==> src/rtl/uart_tx_frame.sv <==
// Parametrised UART transmitter: start bit, DATA_BITS data bits LSB first,
// optional odd/even parity bit, STOP_BITS stop bits, with an internal bit-period counter.
module uart_tx_frame #(
   parameter int CLKS_PER_BIT = 16,
   parameter int DATA_BITS    = 8,
   parameter int PARITY       = 0,
   parameter int STOP_BITS    = 1
) (
   input  logic                 clk,
   input  logic                 rst,
   input  logic [DATA_BITS-1:0] tx_data,
   input  logic                 tx_valid,
   output logic                 tx_ready,
   output logic                 dout,
   output logic                 tx_status,
   output logic                 tx_done
);

   localparam int CNT_W = (CLKS_PER_BIT > 1) ? $clog2(CLKS_PER_BIT) : 1;
   localparam logic [CNT_W-1:0] CNT_LAST  = CNT_W'(CLKS_PER_BIT - 1);
   localparam logic [3:0]       DATA_LAST = 4'(DATA_BITS - 1);
   localparam logic [3:0]       STOP_LAST = 4'(STOP_BITS - 1);

   generate
      if (CLKS_PER_BIT < 2 || CLKS_PER_BIT > 65535) begin : g_bad_clks_per_bit
         $error("uart_tx_frame: CLKS_PER_BIT must be in 2..65535");
      end
      if (DATA_BITS < 5 || DATA_BITS > 9) begin : g_bad_data_bits
         $error("uart_tx_frame: DATA_BITS must be in 5..9");
      end
      if (PARITY < 0 || PARITY > 2) begin : g_bad_parity
         $error("uart_tx_frame: PARITY must be 0, 1 or 2");
      end
      if (STOP_BITS < 1 || STOP_BITS > 2) begin : g_bad_stop_bits
         $error("uart_tx_frame: STOP_BITS must be 1 or 2");
      end
   endgenerate

   typedef enum logic [2:0] {
      ST_IDLE,
      ST_START,
      ST_DATA,
      ST_PARITY,
      ST_STOP
   } state_t;

   state_t               state_q, state_d;
   logic [CNT_W-1:0]     cnt_q, cnt_d;
   logic [3:0]           bit_q, bit_d;
   logic [DATA_BITS-1:0] shift_q, shift_d;
   logic                 par_q, par_d;
   logic                 dout_q, dout_d;
   logic                 status_q, status_d;

   logic                 bit_end;
   logic                 last_stop;
   logic                 accept;

   always_comb begin
      state_d   = state_q;
      cnt_d     = cnt_q;
      bit_d     = bit_q;
      shift_d   = shift_q;
      par_d     = par_q;
      dout_d    = 1'b1;
      status_d  = 1'b1;

      bit_end   = (cnt_q == CNT_LAST);
      last_stop = (state_q == ST_STOP) && bit_end && (bit_q == STOP_LAST);
      tx_ready  = (state_q == ST_IDLE) || last_stop;
      tx_done   = last_stop;
      accept    = tx_valid && tx_ready;

      if (state_q != ST_IDLE) begin
         cnt_d = bit_end ? '0 : cnt_q + 1'b1;
      end

      case (state_q)
         ST_START: begin
            if (bit_end) begin
               state_d = ST_DATA;
               bit_d   = '0;
            end
         end
         ST_DATA: begin
            if (bit_end) begin
               if (bit_q == DATA_LAST) begin
                  bit_d   = '0;
                  state_d = (PARITY == 0) ? ST_STOP : ST_PARITY;
               end else begin
                  bit_d   = bit_q + 4'd1;
                  shift_d = shift_q >> 1;
               end
            end
         end
         ST_PARITY: begin
            if (bit_end) begin
               state_d = ST_STOP;
               bit_d   = '0;
            end
         end
         ST_STOP: begin
            if (bit_end) begin
               if (bit_q == STOP_LAST) begin
                  state_d = ST_IDLE;
                  bit_d   = '0;
               end else begin
                  bit_d   = bit_q + 4'd1;
               end
            end
         end
         default: begin
            state_d = ST_IDLE;
         end
      endcase

      // Acceptance overrides the stop-bit exit so back-to-back frames have no idle gap.
      if (accept) begin
         state_d = ST_START;
         cnt_d   = '0;
         bit_d   = '0;
         shift_d = tx_data;
         par_d   = (PARITY == 1) ? ~(^tx_data) : (^tx_data);
      end

      // The line level is registered, so it is derived from the state being entered.
      case (state_d)
         ST_START:  dout_d = 1'b0;
         ST_DATA:   dout_d = shift_d[0];
         ST_PARITY: dout_d = par_q;
         default:   dout_d = 1'b1;
      endcase

      status_d = (state_d == ST_IDLE);
   end

   always_ff @(posedge clk) begin
      if (rst) begin
         state_q  <= ST_IDLE;
         cnt_q    <= '0;
         bit_q    <= '0;
         shift_q  <= '0;
         par_q    <= 1'b0;
         dout_q   <= 1'b1;
         status_q <= 1'b1;
      end else begin
         state_q  <= state_d;
         cnt_q    <= cnt_d;
         bit_q    <= bit_d;
         shift_q  <= shift_d;
         par_q    <= par_d;
         dout_q   <= dout_d;
         status_q <= status_d;
      end
   end

   assign dout      = dout_q;
   assign tx_status = status_q;

endmodule

==> config.mk <==
export PLATFORM = sky130hd
export DESIGN_NAME = uart_tx_frame
export DESIGN_NICKNAME = d
export VERILOG_FILES = /design/src/rtl/uart_tx_frame.sv
export SDC_FILE = /design/constraint.sdc
export NUM_CORES = 1
export LEC_CHECK = 0
export CAP_MARGIN = 5
export CORE_MARGIN = 5
export CORE_UTILIZATION = 50
export DETAILED_ROUTE_END_ITERATION = 6
export PLACE_DENSITY = 0.73
export SYNTH_ARGS = -nofsm -noshare
export SYNTH_HDL_FRONTEND = slang
export SYNTH_SLANG_ARGS = --single-unit
==> constraint.sdc <==
create_clock -name clk -period 2.5 [get_ports clk]
set_clock_uncertainty 0.1 [all_clocks]
set_input_delay 0.5 -clock clk [delete_from_list [all_inputs] [get_ports clk]]
set_output_delay 0.5 -clock clk [all_outputs]
set_load 0.05 [all_outputs]
* Yosys cells after proc, flatten, opt, wreduce, memory -nomap -nowiden
Index checks and enable logic that the tools add are counted.
Storage, ports and cells: flip-flop bits (word level) 22, input port bits 11, output and inout port bits 4, logic and storage cells 59
Operators by class: $add $sub $neg 2, equal/unequal tests 13, mux-type cells 20, reduce and logical (&&, ||, !) cells 16
Operators with widths (count):
- $mux 8 | 4
- $mux 4 | 6
- $mux 3 | 7
- $eq 3x2->1 const B | 4
- $pmux 3 s4 | 1
- $pmux 4 s3 | 1
- $add 4x1->4 const B | 2
- $reduce_xor 8->1 | 1
- $eq 3x1->1 const B | 2
- $logic_not 3->1 | 2
- $ne 2x2->1 const B | 3
- $reduce_bool 3->1 | 2
- $eq 4x3->1 const B | 1
- $eq 4x4->1 const B | 1
- $logic_not 4->1 | 1
- $reduce_and 4->1 | 1
- $reduce_bool 2->1 | 2
- $reduce_or 2->1 | 2
- $eq 3x3->1 const B | 1
- $logic_and 1x1->1 | 3
- $pmux 1 s3 | 1
- $reduce_and 3->1 | 1
- $ne 2x1->1 const B | 1
- $logic_or 1x1->1 | 1

* Longest topological paths before layout
word-level depth 8, gate-level depth with buffers 8, gate-level depth less buffers 7

* Worst setup path before layout
OpenSTA, ideal clock, no wires.
kind register -> output, start register bit_q[0], end output port tx_ready, arrival 1850 ps, required time 1900 ps, setup slack 50 ps, stages on the path, launching flop included 6, path buffers 0, cell sequence dfxtp_1 inv_1 ha_1 or3b_1 nand2b_1 a21oi_1
On the way: word-level cells in the longest chain between the ends 3
RTL lines:
- from (decl) | RTL line 49 | logic [3:0] bit_q, bit_d;
- from (signal assigned) | RTL line 149 | bit_q <= bit_d;
- $logic_not 4->1 | RTL line 69 | last_stop = (state_q == ST_STOP) && bit_end && (bit_q == STOP_LAST);
- $logic_and 1x1->1 | RTL line 69
- $logic_or 1x1->1 | RTL line 70 | tx_ready = (state_q == ST_IDLE) || last_stop;
- to (decl) | RTL line 13 | output logic tx_ready,
No other way between the ends.

* Worst setup path in the final report
start register bit_q[0], end output port tx_done
On the way: word-level cells in the longest chain between the ends 2
RTL lines:
- $logic_not 4->1 | RTL line 69
- $logic_and 1x1->1 | RTL line 69
- to (decl) | RTL line 16 | output logic tx_done
No other way between the ends.

==> impl_metrics.csv <==
group,metric,value,unit
worst_setup_path,end_kind,"output pin",
yosys,ys_warn_count,0,
worst_setup_path,reg2reg_to,"dout",
sta,slew_viol_final,0,
floorplanning,die_area,3510,sq um
routing,ant_nets,0,
flow_run,cap_violations,0,
worst_hold_path,hold_start,"cnt_q[1]",
yosys,synthCells,141,
worst_setup_path,r2r-start,"bit_q[0]",
global_routing,globalRouteOverflowTotal,0,
sta,hold_viol,0,
clock_network,cts_setup_buffers,0,
floorplanning,fp-row-count,17,
sta,fmax,417,MHz
sta,finalSetupViolCount,0,
sta,tns,0,ns
clock_network,clockRootBuffer,"clkbuf_4",
clock_network,cts_tree,"built",
clock_network,hold_buffers,0,
clock_network,cts.sink_count,22,
routing,drc,0,
yosys,syn_nets,155,
sta,hold_slack,0.407,ns
placement,place.gp.congestion,0.751,
status,outcome,"completed",
routing,vias_per_cell,5.49,
floorplanning,ioPinCount,15,
worst_setup_path,critPathMaxFanout,5,
clock_network,numCtsBuffers,3,
clock_network,h-tree-depth,1,
placement,dp_hpwl,1730,um
yosys,netlist_top_cells_area,"dfxtp_1 (36%), nor2_1 (7.1%), xnor2_1 (5.8%), mux2i_1 (4.9%), a21oi_1 (3.3%)",
cells_and_area,fillers,222,
global_routing,grt_pass1_vias,1039,
routing,wirelength,2210,um
yosys,synth.cell_area,1210,sq um
cells_and_area,antennaDiodeCount,0,
clock_network,clk_pin_slew,0.12,ns
placement,portBuffers,14,
worst_setup_path,r2r_cells,7,
worst_hold_path,hold_path_depth,2,
worst_setup_path,criticalPathCategory,"reg2out",
cells_and_area,nNetsFinal,171,
yosys,yosys.cell_types.count,42,
power_and_ir_drop,leakagePower,0.490,nW
worst_setup_path,arrival,1.80,ns
worst_setup_path,cp.required,1.90,ns
worst_hold_path,worstHoldPathType,"reg2reg",
global_routing,grt_max_degree,15,
yosys,synth.largest_area_cell,"dfxtp_1",
worst_hold_path,whs_endpoint,"cnt_q[1]",
sta,period_share,0.960,
cells_and_area,syn_to_final_growth,19.9,%
sta,tightest_slew,0.493,ns
global_routing,grt.total_usage,0.153,
global_routing,grt_pass1_wl,4160,um
power_and_ir_drop,p_total,781,uW
worst_setup_path,startpoint_type,"flip-flop",
sta,rsz0062_at_grt,"false",
routing,wl_per_cell,12.0,um
power_and_ir_drop,powerDensity,537,nW/um^2
yosys,yosysTopAreaCellShare,0.363,
floorplanning,core_area,2250,sq um
clock_network,clock_path_buffers,2,
floorplanning,dieWidth,59.3,um
yosys,seq_area_frac_synth,0.363,
worst_setup_path,reg2reg_slack,0.53,ns
yosys,ys_seq_elements,22,
global_routing,antenna_found_initial,0,
routing,first_pass_iters,3,
floorplanning,start_util,0.538,
cells_and_area,drive_above_1_share,0.141,
sta,slew_headroom,0.670,
routing,via_count,1010,
floorplanning,fp.dieH,59.3,um
clock_network,clk_latency,0.31,ns
routing,first_iter_violations,9,
yosys,avgSynthCellArea,8.61,sq um
sta,layout_min_cycle_time,2.40,ns
power_and_ir_drop,vdd_ir_drop_max,427,uV
==> state kept, by name (all words and copies together) (netlist names) <==
name and flops:
tx_status 1, shift_q 8, bit_q 4, dout 1
state_q 3, cnt_q 4, par_q 1
==> Yosys cell counts (all sizes together) <==
master / n
nor3b: 1
nand3b: 1
clkbuf: 2
mux2: 1
nand2: 8
o21ai: 9
a2bb2oi: 1
a31oi: 2
nor2: 23
or3: 3
nand4b: 1
inv: 4
or4: 1
and3: 2
o21a: 1
buf: 4
ha: 3
nor4: 1
nand2b: 4
nand3: 4
xor2: 1
dfxtp: 22
o22a: 1
xnor2: 8
nor2b: 1
or2: 2
a41oi: 1
a211oi: 7
mux2i: 6
and3b: 1
a31o: 1
a21oi: 8
or3b: 3
nor3: 3
==> layer usage <==
| metal | vias to the layer above | GRT usage | part of all wire |
|---|---|---|---|
| met1 | 466 | 0.179 | 0.46 |
| met3 | 5 | 0.0283 | 0.033 |
| met2 | 15 | 0.268 | 0.48 |
| met5 | - | 0 | 0 |
| met4 | 0 | 0.0647 | 0.021 |
| li1 | 524 | - | - |
==> cells by family (layout without fill, tap and decap cells) <==
logic type | count (synthesis) | after routing | share of synthesized area
multiplexers | 7 | 7 | 0.0619
adder cells (fa/ha/maj) | 3 | 3 | 0.0309
XOR/XNOR | 9 | 9 | 0.0650
buffers and inverters | 10 | 25 | 0.0412
AND/OR/NAND/NOR | 59 | 59 | 0.268
AO/OA/AOI/OAI | 31 | 31 | 0.170
flip-flops | 22 | 22 | 0.363
==> repair_timing <==
item	4_1_cts	5_1_grt
endpoints found under the setup margin	1	2
pin swaps	0	1
resized for setup	1	1
==> cell type report <==
| class | count | area [sq um] | area share |
|---|---|---|---|
| clock buffers | 3 | 22.5 | 0.0155 |
| clock inverters | 1 | 30.0 | 0.0206 |
| inverters | 4 | 15.0 | 0.0103 |
| multi-input cells | 109 | 729 | 0.501 |
| flip-flops and latches | 22 | 440 | 0.303 |
| well taps | 28 | 35.0 | 0.0241 |
| repair buffers | 17 | 183 | 0.126 |
==> critical path: stages (launching register included) <==
cell and delay [ns]:
dfxtp_1 0.36, inv_1 0.07, ha_1 0.14, or3b_4 0.39, nand2b_1 0.18, nor2_1 0.19, buf_12 0.16
==> per-stage QoR <==
step / area, sq um / utilization / instances / setup slack, ns
after floorplan: 1210 / - / 141 / 0.0496
final: 1460 / 0.645 / 184 / 0.0992
after detailed placement: 1400 / 0.619 / 180 / 0.353
after global routing: 1460 / 0.645 / 184 / 0.0000637
after CTS: 1450 / 0.644 / 184 / 0.0493
after global placement: 1400 / 0.619 / 180 / 0.406
==> power by group <==
group | internal, mW | total [mW] | switching, mW
sequential | 0.369 | 0.382 | 0.0122
combinational | 0.0634 | 0.131 | 0.0673
clock | 0.162 | 0.269 | 0.107
total | 0.595 | 0.781 | 0.187
==> how the worst max path moves through the flow <==
| stage | cells after the start | endpoint | start |
|---|---|---|---|
| final | 6 | tx_done | bit_q[0] |
| after global routing | 6 | tx_done | bit_q[0] |
| after CTS | 6 | tx_done | bit_q[0] |
| after detailed placement | 6 | tx_ready | bit_q[0] |
| after global placement | 6 | tx_ready | bit_q[0] |
| after floorplan | 5 | tx_ready | bit_q[0] |
==> cell usage in the layout, fill, tap and decap left out, types with 2 or more instances in the layout <==
cell and count:
a21oi_1 7, nand3_1 3, nand2b_1 4, a211oi_1 5, inv_1 4, clkbuf_4 3
nand2_1 8, a31oi_1 2, mux2i_1 6, or3b_1 2, xnor2_1 8, nor2_1 23
or2_2 2, dfxtp_1 22, or3_1 3, buf_12 2, ha_1 3, nor3_1 2
clkdlybuf4s50_1 12, a211oi_2 2, o21ai_0 7, buf_4 3
(Power assumes the default switching activity.)
